**config.mk**
```make
export PLATFORM = sky130hd
export DESIGN_NAME = tx_ds_encoder
export DESIGN_NICKNAME = d
export VERILOG_FILES = /design/src/rtl/tx_ds_encoder.sv
export SDC_FILE = /design/constraint.sdc
export NUM_CORES = 1
export LEC_CHECK = 0
export ABC_AREA = 1
export CAP_MARGIN = 5
export CORE_ASPECT_RATIO = 1.1
export CORE_MARGIN = 2
export CORE_UTILIZATION = 27
export DETAILED_ROUTE_END_ITERATION = 8
export GPL_TIMING_DRIVEN = 0
export SLEW_MARGIN = 10
export SYNTH_ARGS = -nofsm -noshare
export SYNTH_HDL_FRONTEND = slang
export SYNTH_SLANG_ARGS = --single-unit
```
**constraint.sdc**
```tcl
create_clock -name clock -period 3.4 [get_ports clock]
set_input_delay 0.85 -clock clock [delete_from_list [all_inputs] [get_ports clock]]
set_output_delay 0.85 -clock clock [all_outputs]
set_load 0.01 [all_outputs]
```
**src/rtl/tx_ds_encoder.sv**
```systemverilog
// Data-strobe character transmitter: picks FCT / NULL / N-char at each character boundary
// and serialises it LSB-first with odd parity, TX_DIV clocks per bit.
module tx_ds_encoder #(
    parameter int unsigned TX_DIV = 4
) (
    input  logic       clock,
    input  logic       reset,
    input  logic       enable_tx,
    input  logic       send_null,
    input  logic       send_fct,
    input  logic       credit_ok,
    input  logic       ready_tx,
    input  logic [8:0] data_tx_in,
    output logic       fifo_rd_en,
    output logic       dout,
    output logic       sout,
    output logic       fct_sent,
    output logic       busy
);

    localparam logic [7:0] DivLast = 8'(TX_DIV - 1);

    typedef enum logic [0:0] {StIdle, StShift} state_e;

    state_e      state_q, state_d;
    logic [7:0]  div_q;
    logic [3:0]  cnt_q;
    logic [9:0]  sh_q;
    logic        hist_q;
    logic        pend_q;
    logic        dout_q;
    logic        sout_q;

    logic        last_clk;
    logic        boundary;
    logic        pick_fct;
    logic        pick_data;
    logic [9:0]  char_bits;
    logic [3:0]  char_len;
    logic        char_hist;

    assign last_clk  = (div_q == DivLast);
    assign boundary  = reset && enable_tx &&
                       ((state_q == StIdle) || ((cnt_q == 4'd1) && last_clk));
    assign pick_fct  = pend_q;
    assign pick_data = !pend_q && !send_null && ready_tx && credit_ok;

    // char_bits[0] is sent first; P is chosen so prev payload + P + flag has odd weight
    always_comb begin
        char_bits = '0;
        char_len  = 4'd0;
        char_hist = 1'b0;
        if (pick_fct) begin
            char_bits = {6'b0, 3'b001, hist_q};
            char_len  = 4'd4;
        end else if (pick_data) begin
            if (!data_tx_in[8]) begin
                char_bits = {data_tx_in[7:0], 1'b0, ~hist_q};
                char_len  = 4'd10;
                char_hist = ^data_tx_in[7:0];
            end else if (!data_tx_in[0]) begin
                char_bits = {6'b0, 3'b101, hist_q};
                char_len  = 4'd4;
                char_hist = 1'b1;
            end else begin
                char_bits = {6'b0, 3'b011, hist_q};
                char_len  = 4'd4;
                char_hist = 1'b1;
            end
        end else begin
            // NULL = ESC then FCT; the inner FCT parity is always 0 after ESC's payload
            char_bits = {2'b00, 7'b0010111, hist_q};
            char_len  = 4'd8;
        end
    end

    always_ff @(posedge clock) begin
        if (!reset) begin
            state_q <= StIdle;
        end else begin
            state_q <= state_d;
        end
    end

    always_comb begin
        state_d = state_q;
        if (!enable_tx) begin
            state_d = StIdle;
        end else if (boundary) begin
            state_d = StShift;
        end
    end

    always_comb begin
        fifo_rd_en = boundary && pick_data;
        fct_sent   = boundary && pick_fct;
        busy       = (state_q == StShift);
        dout       = dout_q;
        sout       = sout_q;
    end

    always_ff @(posedge clock) begin
        if (!reset) begin
            pend_q <= 1'b0;
        end else begin
            pend_q <= (pend_q && !(boundary && pick_fct)) || send_fct;
        end
    end

    always_ff @(posedge clock) begin
        if (!reset || !enable_tx) begin
            dout_q <= 1'b0;
            sout_q <= 1'b0;
            sh_q   <= '0;
            cnt_q  <= '0;
            div_q  <= '0;
            hist_q <= 1'b0;
        end else if (boundary) begin
            dout_q <= char_bits[0];
            sout_q <= sout_q ^ (char_bits[0] == dout_q);
            sh_q   <= {1'b0, char_bits[9:1]};
            cnt_q  <= char_len;
            div_q  <= '0;
            hist_q <= char_hist;
        end else if (state_q == StShift) begin
            if (last_clk) begin
                div_q  <= '0;
                dout_q <= sh_q[0];
                sout_q <= sout_q ^ (sh_q[0] == dout_q);
                sh_q   <= {1'b0, sh_q[9:1]};
                cnt_q  <= cnt_q - 4'd1;
            end else begin
                div_q <= div_q + 8'd1;
            end
        end
    end

endmodule
```
==> metrics.md <==
| Metric | Value |
|---|---|
| Run status | `completed` |
| Die W | `around 75 um` |
| Layout cell share with drive strength beyond 1 | `0.121` |
| Worst reg2reg setup slack | `1.70 ns` |
| # setup viols final | `0` |
| Clk buf depth | `2` |
| Most heavily used metal layer in global routing | `met2` |
| Yosys Warn Count | `0` |
| Critical Path RT | `2.55 ns` |
| Critical Path End Type | `primary output` |
| Clock period minus worst slack | `around 3.2 ns` |
| Total power | `roughly 0.62 mW` |
| Detail Placement HPWL | `2500 um` |
| R2R cell count | `9` |
| Drt initial violations | `39` |
| TritonCTS clock tree | `yes` |
| Leak pwr | `0.728 nW` |
| Hold Vio Cnt, Final | `0` |
| Count of cell types in the netlist | `31` |
| DRT Wirelength | `3290 um` |
| Total number of vias | `1,387` |
| Delay-heaviest family, CP | `buffers and inverters` |
| Worst VDD drop | `0.000212 V` |
| Post-DRT Antenna Nets | `0` |
| Drt pass-1 iters | `4` |
| Routed len/inst | `10.7 um` |
| Area of the multi-input gates | `836 um^2` |
| Most frequent cells in the layout | `36 x nand2_1, 26 x nand3_1, 26 x dfxtp_1, 21 x inv_1, 18 x clkdlybuf4s50_1` |
| # nets final | `around 250` |
| Skew final | `between 0.003 and 0.004 ns` |
| Placeable Area | `~5400 um^2` |
| Critical R2R Capture | `sh_q[0]` |
| H-Tree Depth | `1` |
| Vias in the first global route | `roughly 1.3k` |
| Top post-synthesis cells by area | `dfxtp_1 35%, nand2_1 9.3%, nand3_1 8.7%` |
| Hold EP | `div_q[0]` |
| Commonest non-fill, non-tap cell in the layout | `nand2_1` |
| Post-Syn Nets | `225` |
| Max_slew headroom | `0.778` |
| # DRC | `0` |
| Met1 Track Usage GR | `0.163` |
| GPL Wtd Cong | `around 0.8` |
| Post-synthesis sequential area ratio | `0.348` |
| DIE AREA | `around 6100 um^2` |
| # fillers | `569` |
| IO Count | `21` |
| Num CTS Buffers | `3` |
| DR vias/cell | `about 4.5` |
| Total GRT Usage | `0.121` |
| Peak Freq | `0.315 GHz` |
| Die H | `around 82 um` |
| Setup_tns | `0 ns` |
| Crit path cell chain | `clkdlybuf4s50_1 -> nand2_2 -> inv_2 -> nand2_4 -> buf_8 -> buf_6 -> nor2_1 -> dlygate4sd2_1` |
| Final instance area | `roughly 1900 um^2` |
| CP max FO | `10` |
| Placed cell areas | `1790 um^2` |
| Synthesized cell area | `roughly 1500 um^2` |
| Slew @ Worst Pin | `0.332 ns` |
| Met3 usage | `0.00982` |
| Yosys top cell area share | `0.348` |
| Max Cap Violations | `0` |
| Largest net degree at the start of global routing | `15` |
| Initial Util | `0.279` |
| Number of port buffers | `20` |
| Clock Latency Late Sink | `0.27 ns` |
| Yosys top cell by area | `dfxtp_1` |
| Hold crit path type | `register to register` |
| Met2 Use GR | `0.196` |
| Final core utilization | `0.346` |
| Fin crit share | `0.934` |
| Clk root buf | `clkbuf_8` |
| RSZ-0062 raised after global routing | `false` |
| Worst setup SP type | `primary input` |
| Crit path kind | `primary input to primary output` |
| PD cells | `around 330 nW/um^2` |
| Worst Min Path Start | `div_q[0]` |
| WP data arrival | `about 2.3 ns` |
| CP max stage cell | `clkdlybuf4s50_1` |
| Storage cell area | `~520 um^2` |
| First-pass GRT wire length | `5830 um` |
| CP max stage delay | `roughly 0.52 ns` |
| Area Overhead vs Synth | `24.1%` |
| Antenna cells | `0` |
| Row count | `28` |
| Clk pin slew, worst setup/hold paths | `about 0.09 ns` |
| Syn Inst Count | `~200` |
| FF+latch count, synth | `26` |
| CTS Sinks | `26` |
| Hold Path Cell Cnt | `1` |
| CP startpoint | `reset` |
| Hold Slack | `0.465 ns` |
| Reg2reg start | `div_q[0]` |
| Post-Syn Area per Cell | `slightly above 7 um^2` |
| Slew Viols, Final | `0` |
| Initial antenna violation count | `0` |
| Congestion Overflow GR | `0` |
| WP buf/inv | `5` |
==> metrics by stage <==
step | instances | worst slack [ns]
floorplan | 206 | 0.958
global placement | 301 | -0.213
detailed placement | 301 | -0.201
CTS | 306 | 0.0140
global route | 306 | 0.145
finish | 306 | 0.226
==> cell usage after synthesis (all sizes together) <==
| cell type | n |
|---|---|
| nor2 | 20 |
| nor3b | 2 |
| nor3 | 6 |
| o21a | 1 |
| a21oi | 12 |
| xor2 | 4 |
| nand4 | 2 |
| o211ai | 2 |
| dfxtp | 26 |
| xnor2 | 7 |
| nand3 | 28 |
| or2 | 1 |
| nand2 | 42 |
| o21ai | 15 |
| ha | 3 |
| buf | 5 |
| inv | 24 |
| a31oi | 6 |
==> how the worst max path moves through the flow <==
stage                            end  depth (start not counted)
after detailed placement    fct_sent                          8
after CTS                 fifo_rd_en                          7
final                       fct_sent                          8
after floorplan             fct_sent                          6
after global routing        fct_sent                          8
after global placement      fct_sent                          8
==> routing by layer <==
layer | vias up | wire length, um
li1 | 731 | -
met1 | 624 | 1620
met2 | 25 | 1510
met3 | 7 | 86
met4 | 0 | 68
met5 | - | 0
==> area by class of cell <==
cell class,count,area share
multi-input combinational,151,0.451
sequential,26,0.281
timing repair buffer,21,0.113
tap,75,0.0506
inverter,24,0.0486
clock buffer,4,0.0297
buffer,5,0.0270
==> power by group <==
part	total, mW	switching [mW]	internal (mW)
Sequential	0.318	0.00689	0.311
Combinational	0.101	0.0518	0.0495
Clock	0.201	0.0971	0.104
==> registers in the layout, indices dropped and copies added, names as in the netlist <==
register,flops
sout,1
hist_q,1
cnt_q,4
busy,1
sh_q,9
div_q,8
pend_q,1
dout,1
==> repair_timing <==
| item | in CTS | in global routing |
|---|---|---|
| endpoints found under the setup margin | 2 | 1 |
| resized for setup | 2 | 1 |
| hold buffers | 0 | 0 |
| buffers inserted | 1 | 0 |
==> kinds of logic after synthesis <==
family,count (synthesis),share of synthesized area
AO/OA/AOI/OAI,36,0.133
XOR/XNOR,11,0.0645
adder cells (fa/ha/maj),3,0.0251
buffers and inverters,29,0.0938
flip-flops,26,0.348
AND/OR/NAND/NOR,101,0.335
No activity file was read; power rests on OpenSTA's default activity.
